$ cat src/rtl/ov7670_cam_emulator_pkg.sv
// Shared definitions for the OV7670 camera emulator: FSM states, test pattern
// codes, default timing and the fixed byte values of the synthetic image.
package ov7670_cam_emulator_pkg;

  typedef enum logic [2:0] {
    ST_IDLE = 3'd0,
    ST_VS   = 3'd1,
    ST_BP   = 3'd2,
    ST_ACT  = 3'd3,
    ST_FP   = 3'd4
  } state_e;

  typedef enum logic [1:0] {
    PAT_RAMP    = 2'd0,
    PAT_BARS    = 2'd1,
    PAT_CHECKER = 2'd2,
    PAT_SQUARE  = 2'd3
  } pattern_e;

  localparam int DEF_H_ACTIVE = 320;
  localparam int DEF_V_ACTIVE = 240;
  localparam int DEF_H_BLANK  = 144;
  localparam int DEF_V_SYNC   = 3;
  localparam int DEF_V_BP     = 17;
  localparam int DEF_V_FP     = 10;
  localparam int DEF_PCLK_DIV = 2;

  localparam logic [7:0] CHROMA_NEUTRAL = 8'h80;
  localparam logic [7:0] SQ_ON          = 8'hFF;
  localparam logic [7:0] SQ_OFF         = 8'h10;

  // True when |d| < r.
  function automatic logic in_window(int d, int r);
    return (d > -r) && (d < r);
  endfunction

endpackage

$ cat src/rtl/ov7670_cam_emulator_if.sv
// Camera-side pin bundle: run/pattern controls in, OV7670-style pins out.
// master = emulator, slave = capture side.
interface ov7670_cam_emulator_if;
  logic       enable;
  logic [1:0] pattern;
  logic       PCLK;
  logic       Href;
  logic       VSYNC;
  logic [7:0] pixel;
  logic       frame_done;

  modport master (input enable, pattern,
                  output PCLK, Href, VSYNC, pixel, frame_done);
  modport slave  (output enable, pattern,
                  input PCLK, Href, VSYNC, pixel, frame_done);
endinterface

$ cat src/rtl/ov7670_cam_emulator_pattern.sv
// Test image byte generator: turns latched pattern, pixel x, line y and byte
// parity into the next YUV422 byte (Y on even bytes, neutral chroma on odd).
// With CAM_EMU_SCROLL_EN the x coordinate is offset by the frame counter.
module ov7670_cam_emulator_pattern
  import ov7670_cam_emulator_pkg::*;
#(
  parameter int H_ACTIVE = DEF_H_ACTIVE,
  parameter int V_ACTIVE = DEF_V_ACTIVE,
  parameter int XW       = 9,
  parameter int YW       = 8
) (
  input  logic          clk,
  input  logic          rst_n,
  input  logic          tick_i,
  input  logic          href_i,
  input  pattern_e      pattern_i,
  input  logic [XW-1:0] x_i,
  input  logic [YW-1:0] y_i,
  input  logic          odd_i,
`ifdef CAM_EMU_SCROLL_EN
  input  logic [7:0]    frame_cnt_i,
`endif
  output logic [7:0]    pixel_o
);

  logic [15:0] xs, ys;
  int          dx, dy;
  logic [7:0]  luma, byte_d;

  // Pattern lookup for the byte about to be presented.
  always_comb begin
`ifdef CAM_EMU_SCROLL_EN
    xs = 16'(x_i) + 16'(frame_cnt_i);
`else
    xs = 16'(x_i);
`endif
    ys   = 16'(y_i);
    dx   = int'(xs) - H_ACTIVE / 2;
    dy   = int'(ys) - V_ACTIVE / 2;
    luma = 8'h00;
    case (pattern_i)
      PAT_RAMP:    luma = xs[7:0];
      PAT_BARS:    luma = xs[5] ? 8'hFF : 8'h00;
      PAT_CHECKER: luma = (xs[3] ^ ys[3]) ? 8'hFF : 8'h00;
      default:     luma = (in_window(dx, 4) && in_window(dy, 4)) ? SQ_ON : SQ_OFF;
    endcase
    byte_d = odd_i ? CHROMA_NEUTRAL : luma;
  end

  // Data register: only moves on the PCLK falling tick, forced to 0 outside Href.
  always_ff @(posedge clk or negedge rst_n) begin
    if (!rst_n)      pixel_o <= 8'h00;
    else if (tick_i) pixel_o <= href_i ? byte_d : 8'h00;
  end

endmodule

$ cat src/rtl/ov7670_cam_emulator.sv
// Synthetic OV7670 source: PCLK divider, byte/line counters and frame FSM.
// All state moves on the clk cycle that drives PCLK 1->0, so data is stable
// at PCLK rising edges. Optional macro CAM_EMU_SCROLL_EN adds a frame counter
// that scrolls the image horizontally by one pixel per frame.
module ov7670_cam_emulator
  import ov7670_cam_emulator_pkg::*;
#(
  parameter int H_ACTIVE = DEF_H_ACTIVE,
  parameter int V_ACTIVE = DEF_V_ACTIVE,
  parameter int H_BLANK  = DEF_H_BLANK,
  parameter int V_SYNC   = DEF_V_SYNC,
  parameter int V_BP     = DEF_V_BP,
  parameter int V_FP     = DEF_V_FP,
  parameter int PCLK_DIV = DEF_PCLK_DIV
) (
  input logic                   clk,
  input logic                   rst_n,
  ov7670_cam_emulator_if.master cam
);

  localparam int LINE_LEN = 2 * H_ACTIVE + H_BLANK;
  localparam int BW       = $clog2(LINE_LEN);
  localparam int V_MAX01  = (V_SYNC > V_BP) ? V_SYNC : V_BP;
  localparam int V_MAX23  = (V_ACTIVE > V_FP) ? V_ACTIVE : V_FP;
  localparam int V_MAX    = (V_MAX01 > V_MAX23) ? V_MAX01 : V_MAX23;
  localparam int LW       = $clog2(V_MAX + 1);
  localparam int DW       = $clog2(PCLK_DIV + 1);

  localparam logic [BW-1:0] BYTE_LAST = BW'(LINE_LEN - 1);
  localparam logic [BW-1:0] ACT_BYTES = BW'(2 * H_ACTIVE);
  localparam logic [LW-1:0] VS_LAST   = LW'(V_SYNC - 1);
  localparam logic [LW-1:0] BP_LAST   = LW'(V_BP - 1);
  localparam logic [LW-1:0] ACT_LAST  = LW'(V_ACTIVE - 1);
  localparam logic [LW-1:0] FP_LAST   = LW'(V_FP - 1);
  localparam logic [DW-1:0] DIV_LAST  = DW'(PCLK_DIV - 1);

  logic [DW-1:0] div_q;
  logic          pclk_q, tick;
  state_e        state_q, state_d;
  logic [BW-1:0] byte_q, byte_d;
  logic [LW-1:0] line_q, line_d;
  pattern_e      pat_q, pat_d;
  logic          href_q, href_d, vsync_q, fdone_q, fdone_d, line_end;
  logic [7:0]    pixel_q;

  // PCLK divider: toggles every PCLK_DIV clks, free-running out of reset.
  always_ff @(posedge clk or negedge rst_n) begin
    if (!rst_n) begin
      div_q  <= '0;
      pclk_q <= 1'b0;
    end else if (div_q == DIV_LAST) begin
      div_q  <= '0;
      pclk_q <= ~pclk_q;
    end else begin
      div_q  <= div_q + DW'(1);
    end
  end

  assign tick     = pclk_q && (div_q == DIV_LAST);
  assign line_end = (byte_q == BYTE_LAST);
  assign href_d   = (state_d == ST_ACT) && (byte_d < ACT_BYTES);

  // Next-state for counters and FSM; only a tick moves anything.
  always_comb begin
    state_d = state_q;
    byte_d  = byte_q;
    line_d  = line_q;
    pat_d   = pat_q;
    fdone_d = 1'b0;
    if (tick) begin
      byte_d = line_end ? '0 : byte_q + BW'(1);
      case (state_q)
        ST_IDLE: begin
          byte_d = '0;
          line_d = '0;
          if (cam.enable) begin
            state_d = ST_VS;
            pat_d   = pattern_e'(cam.pattern);
          end
        end
        ST_VS: if (line_end) begin
          if (line_q == VS_LAST) begin state_d = ST_BP; line_d = '0; end
          else line_d = line_q + LW'(1);
        end
        ST_BP: if (line_end) begin
          if (line_q == BP_LAST) begin state_d = ST_ACT; line_d = '0; end
          else line_d = line_q + LW'(1);
        end
        ST_ACT: if (line_end) begin
          if (line_q == ACT_LAST) begin state_d = ST_FP; line_d = '0; end
          else line_d = line_q + LW'(1);
        end
        ST_FP: if (line_end) begin
          if (line_q == FP_LAST) begin
            fdone_d = 1'b1;
            line_d  = '0;
            // enable is only looked at here, so a frame is never cut short.
            if (cam.enable) begin
              state_d = ST_VS;
              pat_d   = pattern_e'(cam.pattern);
            end else begin
              state_d = ST_IDLE;
            end
          end else begin
            line_d = line_q + LW'(1);
          end
        end
        default: state_d = ST_IDLE;
      endcase
    end
  end

  // State, counters and registered sync outputs.
  always_ff @(posedge clk or negedge rst_n) begin
    if (!rst_n) begin
      state_q <= ST_IDLE;
      byte_q  <= '0;
      line_q  <= '0;
      pat_q   <= PAT_RAMP;
      href_q  <= 1'b0;
      vsync_q <= 1'b0;
      fdone_q <= 1'b0;
    end else begin
      state_q <= state_d;
      byte_q  <= byte_d;
      line_q  <= line_d;
      pat_q   <= pat_d;
      fdone_q <= fdone_d;
      if (tick) begin
        href_q  <= href_d;
        vsync_q <= (state_d == ST_VS);
      end
    end
  end

`ifdef CAM_EMU_SCROLL_EN
  logic [7:0] frame_cnt_q;

  // Frame counter driving the horizontal scroll.
  always_ff @(posedge clk or negedge rst_n) begin
    if (!rst_n)       frame_cnt_q <= 8'd0;
    else if (fdone_d) frame_cnt_q <= frame_cnt_q + 8'd1;
  end
`endif

  ov7670_cam_emulator_pattern #(
    .H_ACTIVE (H_ACTIVE),
    .V_ACTIVE (V_ACTIVE),
    .XW       (BW - 1),
    .YW       (LW)
  ) u_pattern (
    .clk         (clk),
    .rst_n       (rst_n),
    .tick_i      (tick),
    .href_i      (href_d),
    .pattern_i   (pat_q),
    .x_i         (byte_d[BW-1:1]),
    .y_i         (line_d),
    .odd_i       (byte_d[0]),
`ifdef CAM_EMU_SCROLL_EN
    .frame_cnt_i (frame_cnt_q),
`endif
    .pixel_o     (pixel_q)
  );

  assign cam.PCLK       = pclk_q;
  assign cam.Href       = href_q;
  assign cam.VSYNC      = vsync_q;
  assign cam.pixel      = pixel_q;
  assign cam.frame_done = fdone_q;

endmodule
$ cat src/flat_wrapper.sv
// flat-port wrapper written by rule: the top's interface ports become plain ports
module ov7670_cam_emulator_flat import ov7670_cam_emulator_pkg::*;
#(
  parameter int H_ACTIVE = DEF_H_ACTIVE,
  parameter int V_ACTIVE = DEF_V_ACTIVE,
  parameter int H_BLANK  = DEF_H_BLANK,
  parameter int V_SYNC   = DEF_V_SYNC,
  parameter int V_BP     = DEF_V_BP,
  parameter int V_FP     = DEF_V_FP,
  parameter int PCLK_DIV = DEF_PCLK_DIV
)
  (clk, rst_n, cam_enable, cam_pattern, cam_PCLK, cam_Href, cam_VSYNC, cam_pixel, cam_frame_done);
  ov7670_cam_emulator_if cam_i ();
  input logic clk;
  input logic rst_n;
  input wire logic [$bits(cam_i.enable)-1:0] cam_enable;
  input wire logic [$bits(cam_i.pattern)-1:0] cam_pattern;
  output wire logic [$bits(cam_i.PCLK)-1:0] cam_PCLK;
  output wire logic [$bits(cam_i.Href)-1:0] cam_Href;
  output wire logic [$bits(cam_i.VSYNC)-1:0] cam_VSYNC;
  output wire logic [$bits(cam_i.pixel)-1:0] cam_pixel;
  output wire logic [$bits(cam_i.frame_done)-1:0] cam_frame_done;
  assign cam_i.enable = cam_enable;
  assign cam_i.pattern = cam_pattern;
  assign cam_PCLK = cam_i.PCLK;
  assign cam_Href = cam_i.Href;
  assign cam_VSYNC = cam_i.VSYNC;
  assign cam_pixel = cam_i.pixel;
  assign cam_frame_done = cam_i.frame_done;
  ov7670_cam_emulator #(.H_ACTIVE(H_ACTIVE), .V_ACTIVE(V_ACTIVE), .H_BLANK(H_BLANK), .V_SYNC(V_SYNC), .V_BP(V_BP), .V_FP(V_FP), .PCLK_DIV(PCLK_DIV)) u_core (.clk(clk), .rst_n(rst_n), .cam(cam_i));
endmodule
$ cat config.mk
export PLATFORM = sky130hd
export DESIGN_NAME = ov7670_cam_emulator_flat
export DESIGN_NICKNAME = d
export VERILOG_FILES = /design/src/rtl/ov7670_cam_emulator_pkg.sv /design/src/rtl/ov7670_cam_emulator_if.sv /design/src/rtl/ov7670_cam_emulator_pattern.sv /design/src/rtl/ov7670_cam_emulator.sv /design/src/flat_wrapper.sv
export SDC_FILE = /design/constraint.sdc
export NUM_CORES = 1
export LEC_CHECK = 0
export CORE_MARGIN = 4
export CORE_UTILIZATION = 45
export CTS_BUF_LIST = sky130_fd_sc_hd__clkbuf_2
export DETAILED_ROUTE_END_ITERATION = 8
export PLACE_DENSITY = 0.64
export SETUP_SLACK_MARGIN = 0.15
export SLEW_MARGIN = 20
export SYNTH_ARGS = -nofsm -noshare
export SYNTH_HDL_FRONTEND = slang
export SYNTH_SLANG_ARGS = --single-unit
$ cat constraint.sdc
create_clock -name clk -period 6.65 [get_ports clk]
set_input_delay 0.9975 -clock clk [delete_from_list [all_inputs] [get_ports clk]]
set_output_delay 0.9975 -clock clk [all_outputs]
set_load 0.05 [all_outputs]
==> summary by stage, run 1 <==
Timing
For the pin with the worst max-slew slack, the measured transition is 0.8650 ns. Dividing the final minimum period by the clock period gives 0.6108. The clock period could shrink to 4.062 ns. The final hold violation count is 0. Measured against its own limit, the worst slew margin works out to 0.4233. Setup total negative slack on the finished layout was measured at 0 ns. The clock skew after layout is 0.03121 ns.

Based on the critical path, the design can be clocked at up to 246.2 MHz. Setup violations remaining at the end of the flow were counted as 0. The final max-slew violation count is 0.

Setup repair after global routing left no endpoint under its margin.

Min path
The worst min-delay path category is reg -> reg. In this run the most critical hold path is launched from u_core.cam.Href$_DFFE_PN0P_.

Pwr
The power per cell area is 121.8 mW/mm2. The leakage power total is 1.214 nW. The maximum vdd drop is 0.08349 mV.

Final layout
The repair_antennas step left the layout with diodes totalling 0. The non-filler instance count after layout is 402. The area added between synthesis and finish is 8.568%.

Of the cells placed in the final design, the portion with a size suffix greater than 1 is 0.1162. The filler cell count is 573. The fraction of the core area covered by cells at the end of the flow is 0.5081.

In the final design database the tool counted 340 nets. The finished cells cover 0.003044 mm2.

CTS
Buffers inserted during clock tree synthesis total 5. Clock latency on the worst-skew pair, taken at its later pin, is 0.39 ns. For this design, the sink count on the clock tree is 37. The number of gates resized after CTS was 0. CTS built an H-tree with a depth of 2.

The hold buffer count at CTS is 0. The clock tree root buffer cell is clkbuf_2. After clock tree synthesis, the clock-pin slew on the worst setup and hold paths is 0.21 ns. The maximum clock path buffer count is 2. The buffers inserted during post-CTS setup optimization is 0.

TritonCTS built the clock tree.

Setup path
The capturing element type of the critical path is a flip-flop. The required time of the critical path is 6.97 ns. The critical path is of the reg -> reg type. In this run the worst path has a maximum fanout of 13. The worst setup path is launched from a flip-flop. The data arrival time of the critical path is 4.39 ns. The most critical setup path has its startpoint at u_core.byte_q[0]$_DFF_PN0_. The start of the worst register-to-register path is u_core.byte_q[0]$_DFF_PN0_.

Routing
The number of antenna-violating nets in the routed design is 0. The first TritonRoute pass finished after 5 iterations. In the final routed layout, each cell accounts on average for 17.37 um. The routed via count divided by cell count is 6.244.

For this run, design rule violations remaining after detail routing come to 0. The number of vias after detailed routing is 2510. Wires add up to 6.983 mm. The first routing iteration left 214 violations.

Yosys
Dividing the synthesized area by the synthesized cell count gives 8.790 um2. Of the synthesized area, sequential elements account for 0.3302. Synthesis handed over a netlist of 319 instances. The netlist area before placement is 0.002804 mm2. The async set-or-reset flop fraction in the synthesized netlist is 1.000.

The number of warnings reported in the yosys synthesis log is 0. When the netlist entered floorplanning its net count stood at 333. For this run, the leading register cell type out of synthesis is dfrtp_1. The number of different library cells in the post-synthesis netlist is 72. The number of enable-type register cells in the synthesized netlist is 0.

The number of storage elements in the synthesis netlist is 37.

Floorplanning
The row count is 28. In this run the vertical extent of the chip is 86.94 um. The effective utilization at floorplan is 0.4680. The die width is 86.94 um.

The core region is 0.005991 mm2. 17 I/O pins were placed. The die covers 0.007558 mm2.

Placement
The number of port buffers is 16. Once placement completed, the tool counted placed cells totaling 394. The final weighted congestion of routability-driven global placement is 0.9124. The cell area after placement is 0.002980 mm2. The half-perimeter wire length after detailed placement is 5.178 mm.

GRT
The wire length of the first global-routing pass is 12.03 mm. The remaining global-route overflow is 0. The global-route total usage across every layer is 0.1990.

The via count of the first global-routing pass is 2436. The number of antenna violations at the first check in global routing is 0. The maximum number of pins on one net before global-route repair is 38.

Outcome
The flow ran to the end, and the final reports show no timing, DRC or antenna violations.

Job
Max-cap violations in this run came to 0.
==> through the flow <==
step | hold WS (ns) | total power, mW | setup WS (ns)
after floorplan | 0.4701 | 0.2293 | 3.099
after global placement | 0.4636 | 0.2360 | 2.804
after detailed placement | 0.4695 | 0.2361 | 2.706
after CTS | 0.5164 | 0.3767 | 2.628
after global routing | 0.5496 | 0.3859 | 2.221
final | 0.5138 | 0.3707 | 2.588
==> layout make-up <==
cell class / count / area [um2] / share of cell area
clock inverters: 2 / 33.78 / 0.01110
multi-input cells: 254 / 1757 / 0.5771
inverters: 11 / 41.29 / 0.01356
flip-flops and latches: 37 / 925.9 / 0.3042
repair buffers: 17 / 162.7 / 0.05343
well taps: 75 / 93.84 / 0.03083
clock buffers: 6 / 30.03 / 0.009864
==> cell families (layout without fill, tap and decap cells) <==
kind of cell / after synthesis / after routing / synth area share
buffers and inverters: 28 / 36 / 0.04329
adder cells (fa/ha/maj): 9 / 9 / 0.04016
AO/OA/AOI/OAI: 91 / 91 / 0.2548
AND/OR/NAND/NOR: 142 / 142 / 0.2914
flip-flops: 37 / 37 / 0.3302
XOR/XNOR: 9 / 9 / 0.02811
multiplexers: 3 / 3 / 0.01205
==> state kept, by name, indices dropped and copies added, names as in the netlist <==
signal,cells
u_core.cam.VSYNC,1
u_core.cam.PCLK,1
u_core.state_q,3
u_core.pat_q,2
u_core.div_q,2
u_core.u_pattern.pixel_o,8
u_core.cam.Href,1
u_core.byte_q,10
u_core.line_q,8
u_core.cam.frame_done,1
==> path summary, 6_finish.rpt <==
| path | endpoint | slack [ns] | depth (start not counted) |
|---|---|---|---|
| max | u_core.u_pattern.pixel_o[7]$_DFFE_PN0P_ | 2.59 | 12 |
| min | u_core.cam.Href$_DFFE_PN0P_ | 0.51 | 1 |
| max reg2reg | u_core.u_pattern.pixel_o[7]$_DFFE_PN0P_ | 2.59 | 12 |
| min reg2reg | u_core.cam.Href$_DFFE_PN0P_ | 0.51 | 1 |
| max in group asynchronous | u_core.line_q[2]$_DFF_PN0_ | 5.40 | 1 |
| min in group asynchronous | u_core.cam.Href$_DFFE_PN0P_ | 0.68 | 1 |
==> synth_stat cells, types with 7 or more instances <==
cell | instances | area share
nor3_1 | 11 | 0.020
nor4_1 | 8 | 0.018
xnor2_1 | 7 | 0.022
dfrtp_1 | 37 | 0.33
clkbuf_1 | 11 | 0.015
nor2_1 | 17 | 0.023
ha_1 | 9 | 0.040
a21oi_1 | 16 | 0.029
nand2_1 | 34 | 0.046
nand3_1 | 19 | 0.034
o21ai_0 | 10 | 0.018
inv_1 | 10 | 0.013
o21ai_1 | 9 | 0.016
==> layer usage <==
layer  share of wire  wire length, um  up-vias  global-route usage
met1            0.44             3095     1208              0.2659
met3           0.051              358       10             0.03690
li1                -                -     1214                   -
met4           0.013               89        0             0.05524
met5               0                0        -                   0
met2            0.49             3440       78              0.3292
==> worst max-delay path, stage by stage (launching register included) <==
cell and delay, ns:
dfrtp_1 0.46, ha_1 0.26, and3_1 0.30, nand3_1 0.42, a21oi_1 0.60, or2_2 0.23
ha_1 0.20, or3b_2 0.47, o22ai_1 0.17, a41oi_2 0.23, a211oi_4 0.32, nor3_4 0.10
a221oi_2 0.25
==> where the power goes <==
part / internal (mW) / switching (mW) / total [mW]
registers: 0.225 / 0 / 0.225
clock network: 0.0642 / 0.0747 / 0.139
logic: 0.00176 / 0.00473 / 0.00649
total: 0.291 / 0.0794 / 0.371
==> placed cells by master, fill, tap and decap left out, types with 3 or more instances in the layout <==
cell and count:
nand2_1 34, inv_1 10, a31oi_1 4, or4_4 3
o21ai_1 9, nand3_1 19, clkbuf_2 6, a21oi_1 16
o21ai_0 10, mux2_2 3, or3_1 5, nor4_1 8
a21o_1 5, o31ai_1 5, o211ai_1 5, dfrtp_1 37
xnor2_1 7, o22ai_1 3, and3_1 3, a211oi_1 3
nand2b_1 5, clkdlybuf4s50_1 15, nor2_1 17, nor3b_1 3
nand4_1 4, or2_2 4, nor3_1 11, nor2b_1 3
ha_1 9
Power figures use the tool's default switching activity.
==> run 2: changes to the inputs <==
==> constraint.sdc (replaced) <==
create_clock -name clk -period 4.05 [get_ports clk]
set_input_delay 0.6075 -clock clk [delete_from_list [all_inputs] [get_ports clk]]
set_output_delay 0.6075 -clock clk [all_outputs]
set_load 0.05 [all_outputs]
==> run 2 against run 1 <==
Effect of this change: die area is the same; cell count grew 1.2%; design area is 0.49% higher; maximum frequency up 15%; clock skew decreased by 0.015 ns; non-clock buffer count rose by 6; worst setup slack got worse by 2.1 ns; power up 45%; sequential cell count did not move; critical path type unchanged.
==> summary by stage, run 2 (synthesis results as in run 1) <==
Outcome
The flow ran to the end, and the final reports show no timing, DRC or antenna violations.

Placement
The number of port buffers is 16 (unchanged). The half-perimeter wire length after detailed placement is 5.295 mm (+2.3%). The final weighted congestion of routability-driven global placement is 0.9011 (-1.2%).

Timing
The final period demand of the worst path came to 3.545 ns (-0.5167 ns). The clock skew after layout is 0.01573 ns (-0.01549 ns). The slew at the pin with the worst max-slew slack is 0.8377 ns (-0.02732 ns). The share of the cycle needed by the critical path after routing is 0.8754 (+0.2646). The final hold violation count is 0 (unchanged).

The final number of setup-violating endpoints was 0 (unchanged). The final max-slew violation count is 0 (unchanged). The total negative slack for setup checks is 0 ns (unchanged). The fmax is 282.1 MHz (+15%).

Setup repair after global routing left no endpoint under its margin. The relative max-transition margin is 0.4415 (+0.01822).

Setup path
The data arrival time of the critical path came to 3.82 ns (-0.57 ns). The largest incremental delay on the critical path is 0.64 ns (+0.04 ns). Walking the worst path, the cells encountered are or4_4 > nor4_1 > a211oi_1 > and2_1 > a21o_1 > ha_1 > nand2_1 > o311ai_1 > a2111oi_4 > nor3_4 > o21ai_1. STA classifies the critical path startpoint as a flip-flop. The largest fanout on the critical path was 13 (unchanged). STA classifies the critical path endpoint as a flip-flop. The critical path is of the reg -> reg type. The required time of the critical path was 4.32 ns (-2.65 ns).

The slowest stage cell on the critical path is or4_4.

Routing
The wire length per cell after detailed routing is 17.50 um (+0.77%). The number of search-and-repair iterations in the first detailed-routing pass was 5 (unchanged). The wire length after detailed routing is 7.124 mm (+2.0%). The remaining routing DRC violations is 0 (unchanged). The number of antenna-violating nets in the routed design is 0 (unchanged). The number of vias after detailed routing was 2576 (+2.6%). The number of DRC violations after detailed-routing iteration 0 was 174 (-19%).

The routed via count divided by cell count came to 6.329 (+1.4%).

Pwr
The net switching power was 0.1263 mW (+59%). The share of total power in combinational logic is 0.019 (about the same). The switching power share of the total is 0.2342 (+0.01987).

The power per cell area was 176.3 mW/mm2 (+45%). The portion of total power attributed to sequential cells is 0.686 (+0.078). The internal power of the cells is 0.4130 mW (+42%). The fraction of power consumed by the clock network is 0.295 (-0.080).

The overall power after layout came to 0.5393 mW (+45%). The maximum vdd drop is 0.09724 mV (+16%). The leakage power total came to 1.230 nW (+1.3%).

GRT
The global-route total usage across every layer is 0.2046 (+0.005601). The fraction of met2 tracks used by global routing is 0.3175 (-0.01173). The met1 usage in global routing is 0.2881 (+0.02218).

The wire length of the first global-routing pass is 12.26 mm (+1.9%). The layer flagged by global routing as most heavily used is met2. The met3 global-route usage came to 0.03027 (-0.006623). The remaining global-route overflow was 0 (unchanged). The via count of the first global-routing pass is 2466 (+1.2%). The maximum number of pins on one net before global-route repair is 38 (unchanged). The number of antenna violations at the first check in global routing came to 0 (unchanged).

Final layout
The filler cell count is 579 (+1.0%). The largest registers in the layout are u_core.byte_q: 10 flops, u_core.line_q: 8 flops, u_core.u_pattern.pixel_o: 8 flops. The number of nets in the finished design is 346 (+1.8%). The number of flip-flops under the largest register name is 10 (unchanged).

Compared with the post-synthesis result, the final layout area differs by 9.103%. Counting flops per register, the top entry is u_core.byte_q. The commonest non-fill, non-tap cell in the layout is dfrtp_1. In the layout the commonest cells are 37 x dfrtp_1, 34 x nand2_1, 19 x nand3_1. The number of diodes is 0 (unchanged). The share of final-layout standard cells stronger than drive strength 1 is 0.1295 (+0.01331).

CTS
The number of H-tree levels is 2 (unchanged). The number of buffers added by the clock tree synthesis step came to 5 (unchanged). The clock sink total is 37 (unchanged). TritonCTS built the clock tree. The hold buffer count at CTS is 0 (unchanged). The number of resized instances in the post-cts repair step is 0 (unchanged).

The maximum clock path buffer count is 2 (unchanged). The clock edge transition at the registers on the reported setup and hold paths is 0.19 ns (-0.02 ns). The buffers inserted during post-CTS setup optimization came to 0 (unchanged). The clock network latency to the later pin of the worst-skew pair is 0.38 ns (about the same).

The tree is rooted in a clkbuf_2.

Floorplanning
The core area was 0.005991 mm2 (unchanged). The effective utilization at floorplan was 0.4680 (unchanged). The overall die height is 86.94 um (unchanged). The top-level port count is 17 (unchanged).

The row count was 28 (unchanged). The die width is 86.94 um (unchanged). The die area was 0.007558 mm2 (unchanged).

Min path
The tightest min-delay check is of the in -> async type.

Job
The number of maximum-capacitance constraint violations came to 0 (unchanged).
==> run 2: changes by cell type in the layout (fill, tap and decap cells not counted) <==
cell / before / now
buf_4: 1 / 7
bufinv_16: 1 / 0
==> run 2: metal layers <==
metal	part of all wire	routed length, um
met1	0.46	3250
met5	0	0
met2	0.48	3399
met3	0.042	296
met4	0.025	178
==> run 2: layout make-up <==
cell class	instances	area [um2]	share of cell area
Timing Repair Buffer	23	207.7	0.06789
Clock buffer	6	30.03	0.009816
Inverter	11	41.29	0.01350
Clock inverter	1	3.754	0.001227
Multi-Input combinational cell	254	1757	0.5742
Sequential cell	37	925.9	0.3027
Tap cell	75	93.84	0.03067
==> run 2: path summary, 6_finish.rpt <==
check / start / endpoint / slack, ns / depth (start not counted)
setup / recovery: u_core.byte_q[4]$_DFF_PN0_ / u_core.u_pattern.pixel_o[6]$_DFFE_PN0P_ / 0.50 / 11
min in group clk: u_core.cam.Href$_DFFE_PN0P_ / u_core.cam.Href$_DFFE_PN0P_ / 0.51 / 1
max in group asynchronous: rst_n / u_core.line_q[2]$_DFF_PN0_ / 3.22 / 1
setup reg to reg: u_core.byte_q[4]$_DFF_PN0_ / u_core.u_pattern.pixel_o[6]$_DFFE_PN0P_ / 0.50 / 11
hold reg to reg: u_core.cam.Href$_DFFE_PN0P_ / u_core.cam.Href$_DFFE_PN0P_ / 0.51 / 1
hold / removal: rst_n / u_core.cam.Href$_DFFE_PN0P_ / 0.29 / 1
==> run 2: power groups by stage <==
| stage | Sequential (mW) | Clock (mW) | Combinational (mW) |
|---|---|---|---|
| after floorplan | 0.377 | 0 | 0.0000468 |
| after global placement | 0.376 | 0 | 0.0110 |
| final | 0.370 | 0.159 | 0.0104 |
| after CTS | 0.370 | 0.167 | 0.0110 |
| after detailed placement | 0.376 | 0 | 0.0111 |
| after global routing | 0.370 | 0.187 | 0.0126 |
==> run 2: critical path: cells and delay by family, from the launching register on <==
| family | cells | cell delay [ns] |
|---|---|---|
| compound gates | 5 | 1.03 |
| fa+ha+maj | 1 | 0.29 |
| flops | 1 | 0.55 |
| simple gates | 5 | 1.56 |
==> run 2: per-stage QoR <==
stage                     utilization  setup WS (ns)  cells  instance area [um2]  hold WS (ns)
final                          0.5107         0.5046    407                 3059        0.2898
after global routing           0.5107         0.2328    407                 3059        0.3414
after CTS                      0.5107         0.5001    407                 3059        0.2926
after detailed placement       0.5050         0.5502    400                 3025        0.4731
after global placement         0.5050         0.5717    400                 3025        0.4687
after floorplan                     -         0.4995    319                 2804        0.3119
==> run 3: changes to the inputs <==
--- a/config.mk
+++ b/config.mk
@@ -9,7 +9,7 @@
 export CORE_UTILIZATION = 45
 export CTS_BUF_LIST = sky130_fd_sc_hd__clkbuf_2
 export DETAILED_ROUTE_END_ITERATION = 8
-export PLACE_DENSITY = 0.64
+export PLACE_DENSITY = 0.67
 export SETUP_SLACK_MARGIN = 0.15
 export SLEW_MARGIN = 20
 export SYNTH_ARGS = -nofsm -noshare
==> constraint.sdc (replaced) <==
create_clock -name clk -period 3.1 [get_ports clk]
set_input_delay 0.465 -clock clk [delete_from_list [all_inputs] [get_ports clk]]
set_output_delay 0.465 -clock clk [all_outputs]
set_load 0.05 [all_outputs]
==> run 3 against run 2 <==
Effect of this change: the run now ends with setup timing left; core utilization increased by 13 points; combinational power up 37%; global-route usage rose by 3.7 points; register-to-register slack worse by 0.63 ns; cell count grew 18%; first-iteration DRC count is 16% higher; clock skew increased by 0.010 ns; sequential share of layout area decreased by 6.1 points; die area unchanged; via count is 12% higher; largest cell class unchanged.
==> summary by stage, run 3 (synthesis results as in run 1) <==
Timing
The fmax is 309.6 MHz (+9.8%). The clock skew after layout is 0.02615 ns (+0.01042 ns). The final number of setup-violating endpoints was 7 (+7). The final period demand of the worst path is 3.230 ns (-0.3155 ns). Setup repair after global routing could not meet its margin everywhere. The final worst slack is -0.1299 ns (-0.6345 ns). The slew at the pin with the worst max-slew slack is 0.8885 ns (+0.05084 ns).

The final max-slew violation count is 0 (unchanged). The share of the cycle needed by the critical path after routing is 1.042 (+0.1665). The relative max-transition margin is 0.4076 (-0.03389).

The final hold violation count is 0 (unchanged).

Setup path
The capturing element type of the critical path is a flip-flop. The critical path is of the reg -> reg type. The data arrival time of the critical path is 3.57 ns (-0.25 ns). The path depth of the worst reg2reg path was 10 (-1). The largest incremental delay on the critical path was 0.59 ns (-0.05 ns).

The internal reg-to-reg setup slack is -0.13 ns (-0.63 ns). On the critical path, the stage with the largest delay is an instance of or4_4. The largest fanout on the critical path is 7 (-6). The critical path starts at u_core.line_q[2]$_DFF_PN0_.

The number of buffer and inverter stages on the critical path is 0 (unchanged). The required time of the critical path is 3.44 ns (-0.88 ns). Broken down by cell family, the worst path's largest delay share belongs to compound AO/OA/AOI/OAI gates. The signal on the critical path passes through or4_4 > a2111oi_2 > o2111ai_1 > o22a_2 > ha_1 > nand2_2 > o311ai_4 > a2111oi_4 > nor3_4 > a221oi_2. The critical path launch point type is a flip-flop. The destination of the worst register-to-register timing path is u_core.u_pattern.pixel_o[7]$_DFFE_PN0P_. The worst register-to-register path begins at u_core.line_q[2]$_DFF_PN0_.

CTS
The clock edge transition at the registers on the reported setup and hold paths came to 0.24 ns (+0.05 ns). TritonCTS built the clock tree. The maximum clock path buffer count was 2 (unchanged). The clock network latency to the later pin of the worst-skew pair was 0.42 ns (+0.04 ns). In this run the clock root is driven by a clkbuf_2.

The clock sink total is 37 (unchanged). The number of buffers added by the clock tree synthesis step came to 5 (unchanged). The number of H-tree levels was 2 (unchanged). The hold buffer count at CTS is 0 (unchanged).

Final layout
The number of nets in the finished design was 417 (+21%). Relative to the synthesized area, the layout overhead comes to 37.48%. The fraction of the core area covered by cells at the end of the flow was 0.6435 (+0.1328).

The number of diodes is 0 (unchanged). The library cells used most frequently in the layout, excluding fill and tap cells, are 76 x buf_4, 33 x nand2_1, 33 x dfrtp_1. The commonest non-fill, non-tap cell in the layout is buf_4. The share of final-layout standard cells stronger than drive strength 1 came to 0.3564 (+0.2269). The number of flip-flops under the largest register name is 10 (unchanged).

The non-filler instance count after layout is 479 (+18%). The register containing the most flip-flops in the final layout is u_core.byte_q. The largest registers in the layout are u_core.byte_q: 10 flops, u_core.line_q: 8 flops, u_core.u_pattern.pixel_o: 8 flops.

Pwr
The maximum vdd drop is 0.1982 mV (+100%). The power per cell area is 212.3 mW/mm2 (+20%). The overall power after layout is 0.8185 mW (+52%). The leakage power total was 1.620 nW (+32%).

GRT
The remaining global-route overflow is 0 (unchanged). The number of antenna violations at the first check in global routing came to 0 (unchanged). The maximum number of pins on one net before global-route repair is 38 (unchanged).

The global-route total usage across every layer is 0.2415 (+0.03690). The via count of the first global-routing pass is 3016 (+22%). The wire length of the first global-routing pass is 14.48 mm (+18%).

Placement
The number of placed instances with taps included is 461 (+15%). The final weighted congestion of routability-driven global placement is 0.9588 (+6.4%). The number of port buffers is 16 (unchanged). The half-perimeter wire length after detailed placement is 6.148 mm (+16%).

Outcome
The run finished, with violations left. The checks that failed: setup timing.

Floorplanning
The core area is 0.005991 mm2 (unchanged). The effective utilization at floorplan is 0.4680 (unchanged). The die width is 86.94 um (unchanged).

The row count is 28 (unchanged). The overall die height was 86.94 um (unchanged). The die area is 0.007558 mm2 (unchanged). The top-level port count is 17 (unchanged).

Routing
The amount of wire on met3 after detailed routing is 385 um (+30%). The wire length after detailed routing is 8.375 mm (+18%). The remaining routing DRC violations is 0 (unchanged). The number of DRC violations after detailed-routing iteration 0 is 202 (+16%). The length of routed met2 wiring came to 4.133 mm (+22%). The number of antenna-violating nets in the routed design was 0 (unchanged). The routed via count divided by cell count is 6.008 (-5.1%). The number of search-and-repair iterations in the first detailed-routing pass is 4 (-1).

Routed signal wires occupy layers up through met4. The wire length on met1 is 3.738 mm (+15%). The wire length per cell after detailed routing came to 17.48 um (-0.11%). The number of vias after detailed routing was 2878 (+12%).

Min path
The min-delay analysis places its worst path in the category in -> async.

Job
The number of maximum-capacitance constraint violations is 0 (unchanged).
run 3: cell types whose count changed in the layout (fill, tap and decap cells not counted), sizes merged:
cell,delta
buf,+71
clkbuf,-1
bufinv,+1
clkinvlp,+1
run 3: report_power, final:
part           leakage, nW  internal, mW  switching, mW  total [mW]
Clock               0.0366         0.133          0.187       0.321
Combinational         1.10       0.00377         0.0104      0.0142
Sequential           0.487         0.483              0       0.483
Total                 1.62         0.621          0.198       0.818
run 3: metrics by stage:
step / hold slack [ns] / cell area, um2 / setup TNS, ns / setup slack, ns
after floorplan: 0.1694 / 2910 / -0.2643 / -0.05038
after global placement: 0.4631 / 3590 / -0.9245 / -0.1353
after detailed placement: 0.4737 / 3590 / -1.658 / -0.2477
after CTS: 0.1599 / 3824 / -0.1560 / -0.1050
after global routing: 0.1715 / 3855 / -1.279 / -0.2535
final: 0.1237 / 3855 / -0.2635 / -0.1299
run 3: worst max path at each step:
| stage | depth (start not counted) | to |
|---|---|---|
| after CTS | 12 | u_core.u_pattern.pixel_o[7]$_DFFE_PN0P_ |
| final | 10 | u_core.u_pattern.pixel_o[7]$_DFFE_PN0P_ |
| after detailed placement | 11 | u_core.u_pattern.pixel_o[5]$_DFFE_PN0P_ |
| after global routing | 13 | u_core.u_pattern.pixel_o[7]$_DFFE_PN0P_ |
| after floorplan | 14 | u_core.u_pattern.pixel_o[7]$_DFFE_PN0P_ |
| after global placement | 11 | u_core.u_pattern.pixel_o[7]$_DFFE_PN0P_ |
run 3: routing by layer:
metal	vias to the layer above	global-route usage
met5	-	0
met4	0	0.08924
met3	11	0.04352
met2	88	0.4010
met1	1407	0.3128
li1	1372	-
run 3: layout make-up:
| type | instances | area [um2] |
|---|---|---|
| timing repair buffer | 94 | 757.0 |
| clock inverter | 3 | 41.29 |
| multi-input combinational | 254 | 1966 |
| inverter | 11 | 41.29 |
| clock buffer | 5 | 25.02 |
| tap | 75 | 93.84 |
| sequential | 37 | 930.9 |
| fill | 512 | 2136 |
run 3: what timing repair did:
action                                  in CTS  in global routing
resized for setup                           22                  3
endpoints found under the setup margin       8                  8
pin swaps                                   14                  5
setup buffers                                8                  2
endpoints found under the hold margin        0                  0
==> variant 1, RTL diff (flow settings as in run 3) <==
The 5 states of `state_e` get a one-hot encoding in 5 bits.
--- a/src/rtl/ov7670_cam_emulator_pkg.sv
+++ b/src/rtl/ov7670_cam_emulator_pkg.sv
@@ -2,12 +2,12 @@
 // codes, default timing and the fixed byte values of the synthetic image.
 package ov7670_cam_emulator_pkg;
 
-  typedef enum logic [2:0] {
-    ST_IDLE = 3'd0,
-    ST_VS   = 3'd1,
-    ST_BP   = 3'd2,
-    ST_ACT  = 3'd3,
-    ST_FP   = 3'd4
+  typedef enum logic [4:0] {
+    ST_IDLE = 5'b00001,
+    ST_VS   = 5'b00010,
+    ST_BP   = 5'b00100,
+    ST_ACT  = 5'b01000,
+    ST_FP   = 5'b10000
   } state_e;
 
   typedef enum logic [1:0] {
Formal check against the unedited RTL: no difference found for any inputs over 10 cycles, from zero or initial values and one cycle with rst_n low; not proved beyond that.
==> variant 1 against run 3 <==
The flow still finishes with violations (setup timing). Final area rose by 1.4%. Setup slack got worse by 200 ps. Maximum frequency fell by 5.8%. Via count fell by 0.52%. Synthesized area fell by 4.1%. Die area fell by 3.7%. Sequential cell count rose by 2. Wire length fell by 4.4%.
Power is not compared: it rests on default switching activity, and its combinational part moved more than twofold at a synthesized area within 25%.
==> variant 1: results (changes against run 3) <==
outcome: "complete, but fails checks"
failed_checks: "setup timing"
met3_usage_pct: 4.47  # +0.11 points
routed_wl_um: 8010  # -4.4%
worst_slack_ps: -327  # -198 ps
ys_top_cells_by_area: "dfrtp_1 35%, nand2_1 4.5%, ha_1 4.2%"
critPathMaxFanout: 5  # -2
yosys.area_share.adder_pct: 4.19  # +0.17 points
synth.distinct_cells: 66  # -8.3%
synth_common_cells: "38 x dfrtp_1, 32 x nand2_1, 29 x nor2_1"
final_nets: 436  # +4.6%
fillerInstances: 424  # -17%
grt.total_usage_pct: 22.7  # -1.4 points
grt_first_pass_wirelength_um: 13400  # -7.4%
r2r.worst_path.cells: 12  # +2
synth-xor-area-share_pct: 3.58  # +0.77 points
fin_tns_setup_ps: -2050  # -1790 ps
synth_mux_area_share_pct: 1.58  # +0.38 points
setup_viol: 7  # unchanged
synth_top_area_share_pct: 35.4  # +2.3 points
regToRegEndpoint: "u_core.u_pattern.pixel_o[3]"
dp.final_hpwl_um: 5990  # -2.6%
cts.clk_slew.worst_paths_ps: 210  # -30 ps
met1_length_um: 3550  # -5.1%
clock_latency_ps: 400  # -20 ps
crit_arrival_ps: 3730  # +160 ps
clock_skew_ps: 16.7  # -9.43 ps
worstMarginPinSlew_ps: 889  # +0.941 ps
postPlaceCellArea_sq_um: 3660  # +2.1%
route.met2.wl_um: 3860  # -6.7%
synth-compound-area-share_pct: 22.6  # -2.9 points
use_met1_pct: 30.1  # -1.2 points
path_delay_family: "simple AND/OR/NAND/NOR gates"
drt_iter0_drc: 197  # -2.5%
dr_wl_met3_um: 451  # +17%
## variant 1: cell types whose count changed after synthesis, sizes merged, moves of 5 or more
cell / run 3 / this run
nor2: 17 / 29
nor3: 13 / 7
nand3: 20 / 7
o21ai: 19 / 13
nor4b: 2 / 7
a21oi: 16 / 21
## variant 1: area by class of cell
type,count,share of cell area (%)
sequential,39,25.0
clock buffer,5,0.640
timing repair buffer,116,23.4
multi-input combinational,248,46.5
inverter,12,1.15
tap,72,2.31
clock inverter,3,0.993
## variant 1: timing repair
item	in CTS	in global routing
resized for setup	15	5
setup buffers	10	1
pin swaps	11	4
endpoints found under the setup margin	7	7
## variant 1: stage by stage
step,utilization [%],std cells
global placement,64.9,476
detailed placement,64.9,476
finish,69.3,495
floorplan,-,310
CTS,68.6,494
global route,69.3,495
## variant 1: power breakdown
| part | internal [mW] | switching [mW] |
|---|---|---|
| logic | 0.326 | 0.425 |
| clock network | 0.133 | 0.173 |
| registers | 0.561 | 0.0579 |
==> variant 2, RTL diff (settings of run 3) <==
Made on the original files. The option `CAM_EMU_SCROLL_EN` is turned on by a define.
--- a/src/rtl/ov7670_cam_emulator_pattern.sv
+++ b/src/rtl/ov7670_cam_emulator_pattern.sv
@@ -1,6 +1,8 @@
 // Test image byte generator: turns latched pattern, pixel x, line y and byte
 // parity into the next YUV422 byte (Y on even bytes, neutral chroma on odd).
 // With CAM_EMU_SCROLL_EN the x coordinate is offset by the frame counter.
+`define CAM_EMU_SCROLL_EN
+
 module ov7670_cam_emulator_pattern
   import ov7670_cam_emulator_pkg::*;
 #(
Behaviour: same outputs for any inputs over 10 cycles, from zero or initial values and one cycle with rst_n low; that may be too few to reach the edited logic, so the function may still have changed.
==> variant 2 against run 3 <==
Wire length grew 24%. Setup slack got worse by 620 ps. Sequential cell count grew 8. Total power increased by 15%. Final area up 31%. Synthesized area up 22%. Hold slack improved by 380 ps. Clock power up 4%. The run still ends with setup timing left.
==> variant 2: results (changes against run 3) <==
outcome: "complete, but fails checks"
failed_checks: "setup timing"
antenna_cells: 0  # unchanged
comb_power_share_pct: 1.8
first_global_vias: 3635  # +21%
port-buffer-count: 16  # unchanged
final_nets: 562  # +35%
hp-start: "u_core.u_pattern.pixel_o[7]"
hold_class: "reg2reg"
synth_nets: 419  # +26%
grt_max_degree: 46  # +21%
first_pass_iters: 5  # +1
worstMarginPinSlew_ps: 785  # -103 ps
clock_skew_ps: 23.0  # -3.11 ps
worstSetupPathType: "reg2reg"
routed_wl_um: 10400  # +24%
clock_power_uw: 333  # +4%
crit_arrival_ps: 4180  # +610 ps
place_inst: 613  # +33%
synthFlopType: "dfrtp_1"
regToRegEndpoint: "u_core.u_pattern.pixel_o[7]"
switching_power_uw: 212  # +7.2%
synth.distinct_cells: 77  # +6.9%
drive_above_1_share_pct: 39.0  # +3.3 points
clock_path_buffers: 2  # unchanged
cts_resized: 43  # +95%
viasPerCell: 5.74  # -4.5%
largest-register: "u_core.byte_q"
post-cts-setup-buffers: 11  # +3
async_reset_ff_share_pct: 100  # unchanged
fin_tns_setup_ps: -5150  # -4880 ps
hold_end: "u_core.u_pattern.pixel_o[7]"
setup_viol: 7  # unchanged
p_seq_share_pct: 62.7  # +3.6 points
clockRootBuffer: "clkbuf_2"
hold_slack_ps: 501  # +378 ps
critPathMaxFanout: 4  # -3
syn_inst: 395  # +24%
worst_slack_ps: -749  # -619 ps
yosysSeqAreaShare_pct: 33.0  # -0.066 points
grt.total_usage_pct: 23.6  # -0.59 points
r2r_start: "u_core.byte_q[2]"
yosys_warnings: 0  # unchanged
grt_first_pass_wirelength_um: 16800  # +16%
peakVddDrop_mv: 0.222  # +12%
wl_per_cell_um: 16.2  # -7.1%
place_congestion: 0.918  # -4.2%
whs_path_depth: 2
dp.final_hpwl_um: 7460  # +21%
cts_buffers: 5  # unchanged
antenna_found_initial: 0  # unchanged
largest_register_ffs: 10  # unchanged
ys_top_cells_by_area: "dfrtp_1 33%, ha_1 6.6%, nand2_1 4.9%"
synth_common_cells: "45 x dfrtp_1, 45 x nand2_1, 35 x nor2_1"
drt_iter0_drc: 176  # -13%
r2r.worst_path.cells: 19  # +9
leakage_nw: 2.27  # +40%
variant 2: cell count changes in the layout (fill, tap and decap cells not counted), moves of 6 or more:
cell,change
nor3_1,-6
nor2_1,+9
dfrtp_1,+11
nand2_1,+10
buf_4,+48
nor2b_1,+7
xor2_1,+6
variant 2: cells by family after synthesis:
| family | after synthesis | share of synthesized area (%) |
|---|---|---|
| AO/OA/AOI/OAI | 103 | 22.1 |
| XOR/XNOR | 21 | 5.38 |
| adder cells (fa/ha/maj) | 19 | 7.18 |
| buffers and inverters | 26 | 2.97 |
| flip-flops | 45 | 33.0 |
| multiplexers | 4 | 1.24 |
| AND/OR/NAND/NOR | 177 | 28.2 |
variant 2: final cells by class:
| cell class | instances | area, sq um |
|---|---|---|
| Inverter | 16 | 60.1 |
| Fill cell | 530 | 2300 |
| Timing Repair Buffer | 146 | 1160 |
| Sequential cell | 45 | 1130 |
| Clock buffer | 5 | 25.0 |
| Tap cell | 99 | 124 |
| Multi-Input combinational cell | 324 | 2500 |
| Clock inverter | 3 | 41.3 |
variant 2: worst max-delay path, cell delays in order, from the launching register on:
cell	delay [ps]
dfrtp_1	460
and4b_1	240
nand4_4	100
nand2_2	80
o21ai_2	150
ha_2	210
inv_2	40
fa_2	350
nand2b_4	160
a2111oi_4	300
a311oi_2	90
ha_2	210
or2_4	230
o311a_1	310
o32ai_2	320
buf_4	170
buf_4	90
o31ai_1	70
o2111ai_1	130
nand2_1	80
variant 2: through the flow:
stage / setup WS [ps] / instance area, sq um
6_report: -749 / 5030
5_1_grt: -852 / 5030
4_1_cts: -643 / 4910
3_5_place_dp: -856 / 4570
3_3_place_gp: -710 / 4570
2_1_floorplan: -946 / 3500
variant 2: per-layer routing:
layer	GRT usage [%]	wire [um]
met3	4.03	461
met5	0	0
met1	30.2	4550
met4	8.53	232
met2	39.8	5120
